[src/rtl/cpu64_tl_pkg.sv]
// TileLink-UL constants and tracker entry type shared by the L1 memory-side bridge.
package cpu64_tl_pkg;

  localparam logic [2:0] TL_PUT_FULL        = 3'd0;
  localparam logic [2:0] TL_PUT_PARTIAL     = 3'd1;
  localparam logic [2:0] TL_GET             = 3'd4;
  localparam logic [2:0] TL_ACCESS_ACK      = 3'd0;
  localparam logic [2:0] TL_ACCESS_ACK_DATA = 3'd1;

  localparam logic [2:0] TL_SIZE_8B = 3'd3;

  // Tracker source field is sized for the widest supported tag; narrower tags zero-extend.
  localparam int unsigned TL_SRC_W_MAX = 8;

  typedef struct packed {
    logic [TL_SRC_W_MAX-1:0] source;
    logic                    is_read;
  } trk_entry_t;

  function automatic logic [2:0] a_opcode_for(input logic we, input logic [7:0] be);
    if (!we) return TL_GET;
    if (be == 8'hFF) return TL_PUT_FULL;
    return TL_PUT_PARTIAL;
  endfunction

endpackage

[src/rtl/cpu64_tl_src_fifo.sv]
// Synchronous in-order FIFO used to track outstanding TL transactions; DEPTH must be a power of two.
module cpu64_tl_src_fifo #(
  parameter int unsigned DEPTH = 4,
  parameter int unsigned W     = 9
) (
  input  logic         clk,
  input  logic         rst_n,
  input  logic         push,
  input  logic [W-1:0] din,
  input  logic         pop,
  output logic [W-1:0] head,
  output logic         full,
  output logic         empty
);

  localparam int unsigned PTR_W = (DEPTH > 1) ? $clog2(DEPTH) : 1;
  localparam int unsigned CNT_W = $clog2(DEPTH + 1);

  logic [W-1:0]     mem [DEPTH];
  logic [PTR_W-1:0] wr_ptr;
  logic [PTR_W-1:0] rd_ptr;
  logic [CNT_W-1:0] count;
  logic             push_ok;
  logic             pop_ok;

  assign full    = (count == CNT_W'(DEPTH));
  assign empty   = (count == '0);
  assign push_ok = push && !full;
  assign pop_ok  = pop && !empty;
  assign head    = mem[rd_ptr];

  always_ff @(posedge clk) begin
    if (push_ok) mem[wr_ptr] <= din;
  end

  // Pointers wrap naturally because DEPTH is a power of two.
  always_ff @(posedge clk) begin
    if (!rst_n) begin
      wr_ptr <= '0;
      rd_ptr <= '0;
      count  <= '0;
    end else begin
      if (push_ok) wr_ptr <= wr_ptr + PTR_W'(1);
      if (pop_ok)  rd_ptr <= rd_ptr + PTR_W'(1);
      case ({push_ok, pop_ok})
        2'b10:   count <= count + CNT_W'(1);
        2'b01:   count <= count - CNT_W'(1);
        default: count <= count;
      endcase
    end
  end

endmodule

[src/rtl/cpu64_l1_tl_ul_bridge.sv]
// L1 dcache memory port to TileLink-UL master bridge with in-order response tracking.
// Optional: define CPU64_TL_BRIDGE_DERR_EN to flag d_denied/d_corrupt and zero denied read data.
module cpu64_l1_tl_ul_bridge
  import cpu64_tl_pkg::*;
#(
  parameter int unsigned AW              = 64,
  parameter int unsigned NUM_OUTSTANDING = 4,
  parameter int unsigned SRC_W           = 2
) (
  input  logic             clk,
  input  logic             rst_n,
  input  logic             req_i,
  input  logic             we_i,
  input  logic [7:0]       be_i,
  input  logic [AW-1:0]    addr_i,
  input  logic [63:0]      wdata_i,
  output logic             gnt_o,
  output logic             rvalid_o,
  output logic [63:0]      rdata_o,
  output logic             a_valid_o,
  input  logic             a_ready_i,
  output logic [2:0]       a_opcode_o,
  output logic [2:0]       a_size_o,
  output logic [SRC_W-1:0] a_source_o,
  output logic [AW-1:0]    a_address_o,
  output logic [7:0]       a_mask_o,
  output logic [63:0]      a_data_o,
  input  logic             d_valid_i,
  output logic             d_ready_o,
  input  logic [2:0]       d_opcode_i,
  input  logic [SRC_W-1:0] d_source_i,
  input  logic             d_denied_i,
  input  logic             d_corrupt_i,
  input  logic [63:0]      d_data_i,
  output logic             err_o,
  output logic             idle_o
);

  localparam int unsigned ENTRY_W = $bits(trk_entry_t);

  typedef enum logic {A_IDLE, A_HOLD} a_state_e;

  a_state_e   a_state_q, a_state_d;
  logic       a_hold;
  logic       a_load_c;

  logic [SRC_W-1:0] src_cnt;
  trk_entry_t       push_entry;
  trk_entry_t       trk_head;
  logic             trk_full;
  logic             trk_empty;

  logic       src_match_c;
  logic       op_ok_c;
  logic       derr_c;
  logic       d_pop_c;
  logic       rd_done_c;
  logic       err_set_c;
  logic       rvalid_q;
  logic [63:0] rdata_q;
  logic       err_q;

  assign a_hold    = (a_state_q == A_HOLD);
  assign gnt_o     = req_i && !a_hold && !trk_full;
  assign a_valid_o = a_hold;
  assign d_ready_o = 1'b1;
  assign idle_o    = !a_hold && trk_empty;
  assign rvalid_o  = rvalid_q;
  assign rdata_o   = rdata_q;
  assign err_o     = err_q;

  // A-stage state register.
  always_ff @(posedge clk) begin
    if (!rst_n) a_state_q <= A_IDLE;
    else        a_state_q <= a_state_d;
  end

  // A-stage next state: load on grant, release on handshake.
  always_comb begin
    a_state_d = a_state_q;
    a_load_c  = 1'b0;
    case (a_state_q)
      A_IDLE: begin
        if (gnt_o) begin
          a_load_c  = 1'b1;
          a_state_d = A_HOLD;
        end
      end
      A_HOLD: begin
        if (a_ready_i) a_state_d = A_IDLE;
      end
      default: a_state_d = A_IDLE;
    endcase
  end

  // A holding register; payload stays put until the next grant.
  always_ff @(posedge clk) begin
    if (!rst_n) begin
      a_opcode_o  <= '0;
      a_size_o    <= '0;
      a_source_o  <= '0;
      a_address_o <= '0;
      a_mask_o    <= '0;
      a_data_o    <= '0;
      src_cnt     <= '0;
    end else if (a_load_c) begin
      a_opcode_o  <= a_opcode_for(we_i, be_i);
      a_size_o    <= TL_SIZE_8B;
      a_source_o  <= src_cnt;
      a_address_o <= addr_i;
      a_mask_o    <= we_i ? be_i : 8'hFF;
      a_data_o    <= wdata_i;
      src_cnt     <= src_cnt + SRC_W'(1);
    end
  end

  assign push_entry.source  = TL_SRC_W_MAX'(src_cnt);
  assign push_entry.is_read = !we_i;

  cpu64_tl_src_fifo #(
    .DEPTH (NUM_OUTSTANDING),
    .W     (ENTRY_W)
  ) u_trk (
    .clk   (clk),
    .rst_n (rst_n),
    .push  (a_load_c),
    .din   (push_entry),
    .pop   (d_pop_c),
    .head  (trk_head),
    .full  (trk_full),
    .empty (trk_empty)
  );

`ifdef CPU64_TL_BRIDGE_DERR_EN
  assign derr_c = d_denied_i || d_corrupt_i;
`else
  logic unused_derr;
  assign unused_derr = d_denied_i ^ d_corrupt_i;
  assign derr_c      = 1'b0;
`endif

  // D-channel decode: beats must match the oldest outstanding source.
  always_comb begin
    src_match_c = !trk_empty && (trk_head.source == TL_SRC_W_MAX'(d_source_i));
    op_ok_c     = d_opcode_i == (trk_head.is_read ? TL_ACCESS_ACK_DATA : TL_ACCESS_ACK);
    d_pop_c     = d_valid_i && src_match_c;
    rd_done_c   = d_pop_c && trk_head.is_read && op_ok_c;
    err_set_c   = d_valid_i && (!src_match_c || !op_ok_c || derr_c);
  end

  always_ff @(posedge clk) begin
    if (!rst_n) begin
      rvalid_q <= 1'b0;
      rdata_q  <= '0;
      err_q    <= 1'b0;
    end else begin
      rvalid_q <= rd_done_c;
      if (rd_done_c) rdata_q <= derr_c ? 64'h0 : d_data_i;
      if (err_set_c) err_q <= 1'b1;
    end
  end

endmodule
[config.mk]
export PLATFORM = sky130hd
export DESIGN_NAME = cpu64_l1_tl_ul_bridge
export DESIGN_NICKNAME = d
export VERILOG_FILES = /design/src/rtl/cpu64_tl_pkg.sv /design/src/rtl/cpu64_tl_src_fifo.sv /design/src/rtl/cpu64_l1_tl_ul_bridge.sv
export SDC_FILE = /design/constraint.sdc
export NUM_CORES = 1
export LEC_CHECK = 0
export CAP_MARGIN = 20
export CORE_MARGIN = 2
export CORE_UTILIZATION = 37
export DETAILED_ROUTE_END_ITERATION = 10
export PLACE_DENSITY = 0.69
export RECOVER_POWER = 100
export SETUP_SLACK_MARGIN = 0.5
export SKIP_LAST_GASP = 1
export SLEW_MARGIN = 5
export SYNTH_ARGS = -nofsm -noshare
export SYNTH_HDL_FRONTEND = slang
export SYNTH_HIERARCHICAL = 1
export SYNTH_SLANG_ARGS = --single-unit
[constraint.sdc]
create_clock -name clk -period 4 [get_ports clk]
set_input_delay 1.2 -clock clk [delete_from_list [all_inputs] [get_ports clk]]
set_output_delay 1.2 -clock clk [all_outputs]
set_load 0.01 [all_outputs]
==> run summary, run 1 <==
Hold WS = 0.456 ns
TritonCTS Buffers = 29
Dominant synthesized flop cell = dfxtp_1
Total chip power = 5.94 mW
Skew-Pair Late Insertion Delay = 0.54 ns
Drt total wl = 30700 um
Share of the synthesized area in the top cell type = 0.441
Fin crit share = 0.889
Synth area leader = dfxtp_1
Drt initial violations = 466
Share of layout cells above drive strength 1 = 0.0467
CTS root buffer = clkbuf_16
Worst IR Drop VDD = 0.000354 V
Max-slew violations = 0
WP data arrival = 4.03 ns
Post-synth EDFFs = 36
Setup TNS = 0 ns
Avg Cell Area, Syn = 9.58 um^2
CTS tree = yes
Fmax = 281 MHz
Final ANT Viol Nets = 0
Mapped Cells = 1038
Max-Cap Viols = 0
Most frequent cells in the layout = nand2_1, dfxtp_1, dlygate4sd3_1
Initial Utilization = 0.373
Hold Crit Class = reg -> reg
Clock Skew = 0.0124 ns
Yosys warnings = 6
Die height = 168 um
Hold Vio Cnt, Final = 0
Final Wtd Congestion = 0.769
Io pins = 427
Lkg Pwr = 5.94 nW
Hold Buf Count CTS = 0
Yosys reg bits = 255
Commonest non-fill, non-tap cell in the layout = nand2_1
Headroom to the max-slew limit = 0.0780
Die area = 0.0282 mm^2
Synth unique cells = 43
Floorplan die width = 168 um
Vias/cell = 4.82
Min Tclk post-route = 3.56 ns
CTS sink cnt = 255
Status = finished clean
Number of global-route vias before repair = 8611
Post-Syn Area = 0.00994 mm^2
Via count = 8687
Worst-margin pin slew = 1.38 ns
Worst setup EP type = register
Post-DP HPWL = 20900 um
Max FO, Critical Path = 7
First-pass GRT wire length = 47300 um
Htree depth = 1
Core ar. = 0.0267 mm^2
Placed insts = 1748
Async S/R FF share, synth = 0
# DRC = 0
Routed len/inst = 17.0 um
Required time worst endpoint = 4.47 ns
RSZ-0062 raised after global routing = true
Startpoint class of the critical path = register
# rows = 60
Seq/Total Area, Yosys = 0.550
Area grow syn2layout = 52.6%
Pwr Density = 392 mW/mm^2
Synth area leaders = dfxtp_1, edfxtp_1, nand2_1, a21boi_1, a21boi_0
Final #Nets = 1657
Antenna violations before repair = 6
Critical setup path kind = reg -> reg
Quantity of I/O buffers inserted on ports = 421
Final cell count without fillers = 1803
Worst-path clk slew = 0.06 ns
Pre-Repair DR Iteration Count = 4
All-Layer GR Usage = 0.210
# setup viols final = 0
Fin util = 0.569
CTS Buffer Depth = 3
Grt total ovfl = 0
Largest net degree at the start of global routing = 143
synth_stat cells (2+ instances only):
cell / n
edfxtp_1: 36
ha_1: 5
nand4_1: 3
and4_1: 2
buf_2: 19
nor2b_1: 3
o21ai_0: 78
or3_1: 2
conb_1: 2
mux4_2: 9
nand2_1: 277
a21boi_1: 111
buf_6: 9
inv_1: 7
buf_4: 10
buf_8: 3
nand3_1: 64
and2_1: 9
xor2_1: 2
clkbuf_1: 47
a21boi_0: 95
dfxtp_1: 219
xnor2_1: 5
mux2i_1: 2
where the power goes:
part	leakage [nW]	internal, mW	switching [mW]	total (mW)
sequential	2.12	2.72	0.0540	2.77
combinational	3.40	0.408	0.338	0.746
clock	0.414	1.41	1.01	2.42
total	5.94	4.54	1.40	5.94
cell type report:
cell class              count  area (um^2)
diodes                      5         12.5
multi-input cells         710         4040
flip-flops and latches    255         5470
inverters                   9         36.3
clock inverters             4         28.8
repair buffers            433         4320
clock buffers              46          833
fillers                  2331        11500
well taps                 341          427
worst paths after layout:
| path | slack [ns] | cells after the start | startpoint | end |
|---|---|---|---|---|
| setup / recovery | 0.44 | 12 | register | u_trk/count[2] |
| setup reg to reg | 0.44 | 12 | register | u_trk/count[2] |
| hold reg to reg | 0.46 | 2 | a_mask_o[7] | a_mask_o[7] |
| hold / removal | 0.46 | 2 | a_mask_o[7] | a_mask_o[7] |
state kept, by name, summed over array words and instances, names as in the netlist, named ones only:
register / flops
a_valid_o: 1
a_opcode_o: 2
a_address_o: 64
rdata_o: 64
src_cnt: 2
u_trk/rd_ptr: 2
err_o: 1
a_mask_o: 8
rvalid_o: 1
a_source_o: 2
u_trk/mem: 36
u_trk/count: 3
a_size_o: 1
u_trk/wr_ptr: 2
a_data_o: 64
routing by layer:
metal | share of wire | GRT usage | vias up
met5 | 0.00042 | 0 | -
met4 | 0.028 | 0.0696 | 2
met3 | 0.11 | 0.0898 | 50
met2 | 0.47 | 0.353 | 321
met1 | 0.40 | 0.242 | 4019
li1 | - | - | 4295
per-stage QoR:
step | worst slack (ns) | cell area (um^2)
2_1_floorplan | 0.526 | 10000
3_3_place_gp | 0.156 | 14300
3_5_place_dp | 0.0968 | 14300
4_1_cts | 0.486 | 15200
5_1_grt | 0.264 | 15200
6_report | 0.442 | 15200
kinds of logic after synthesis:
| kind of cell | synth area share |
|---|---|
| compound gates | 0.198 |
| flops | 0.550 |
| buf+inv | 0.0551 |
| simple gates | 0.160 |
| mux | 0.0224 |
| fa+ha+maj | 0.00831 |
| xor+xnor | 0.00617 |
| other cells | 0.000755 |
worst max-delay path: stages, from the launching register on:
cell	delay [ns]
dfxtp_4	0.43
clkbuf_1	0.26
mux4_2	0.59
nor4_4	0.27
and4_2	0.27
and2_0	0.23
nor2b_4	0.21
ha_1	0.19
inv_1	0.06
fa_1	0.37
xor2_1	0.16
or3_1	0.30
a21boi_1	0.14
timing repair:
action / in CTS / in global routing
gates resized for setup: 5 / 2
setup endpoints to repair: 2 / 2
setup buffers: 0 / 0
cloned: 0 / 0
(Power assumes the default switching activity.)
==> run 2, diff against run 1 <==
- TNS_END_PERCENT: default -> 100
==> results of run 2 <==
The final DEF is identical to that of run 1; final timing and power are the same.
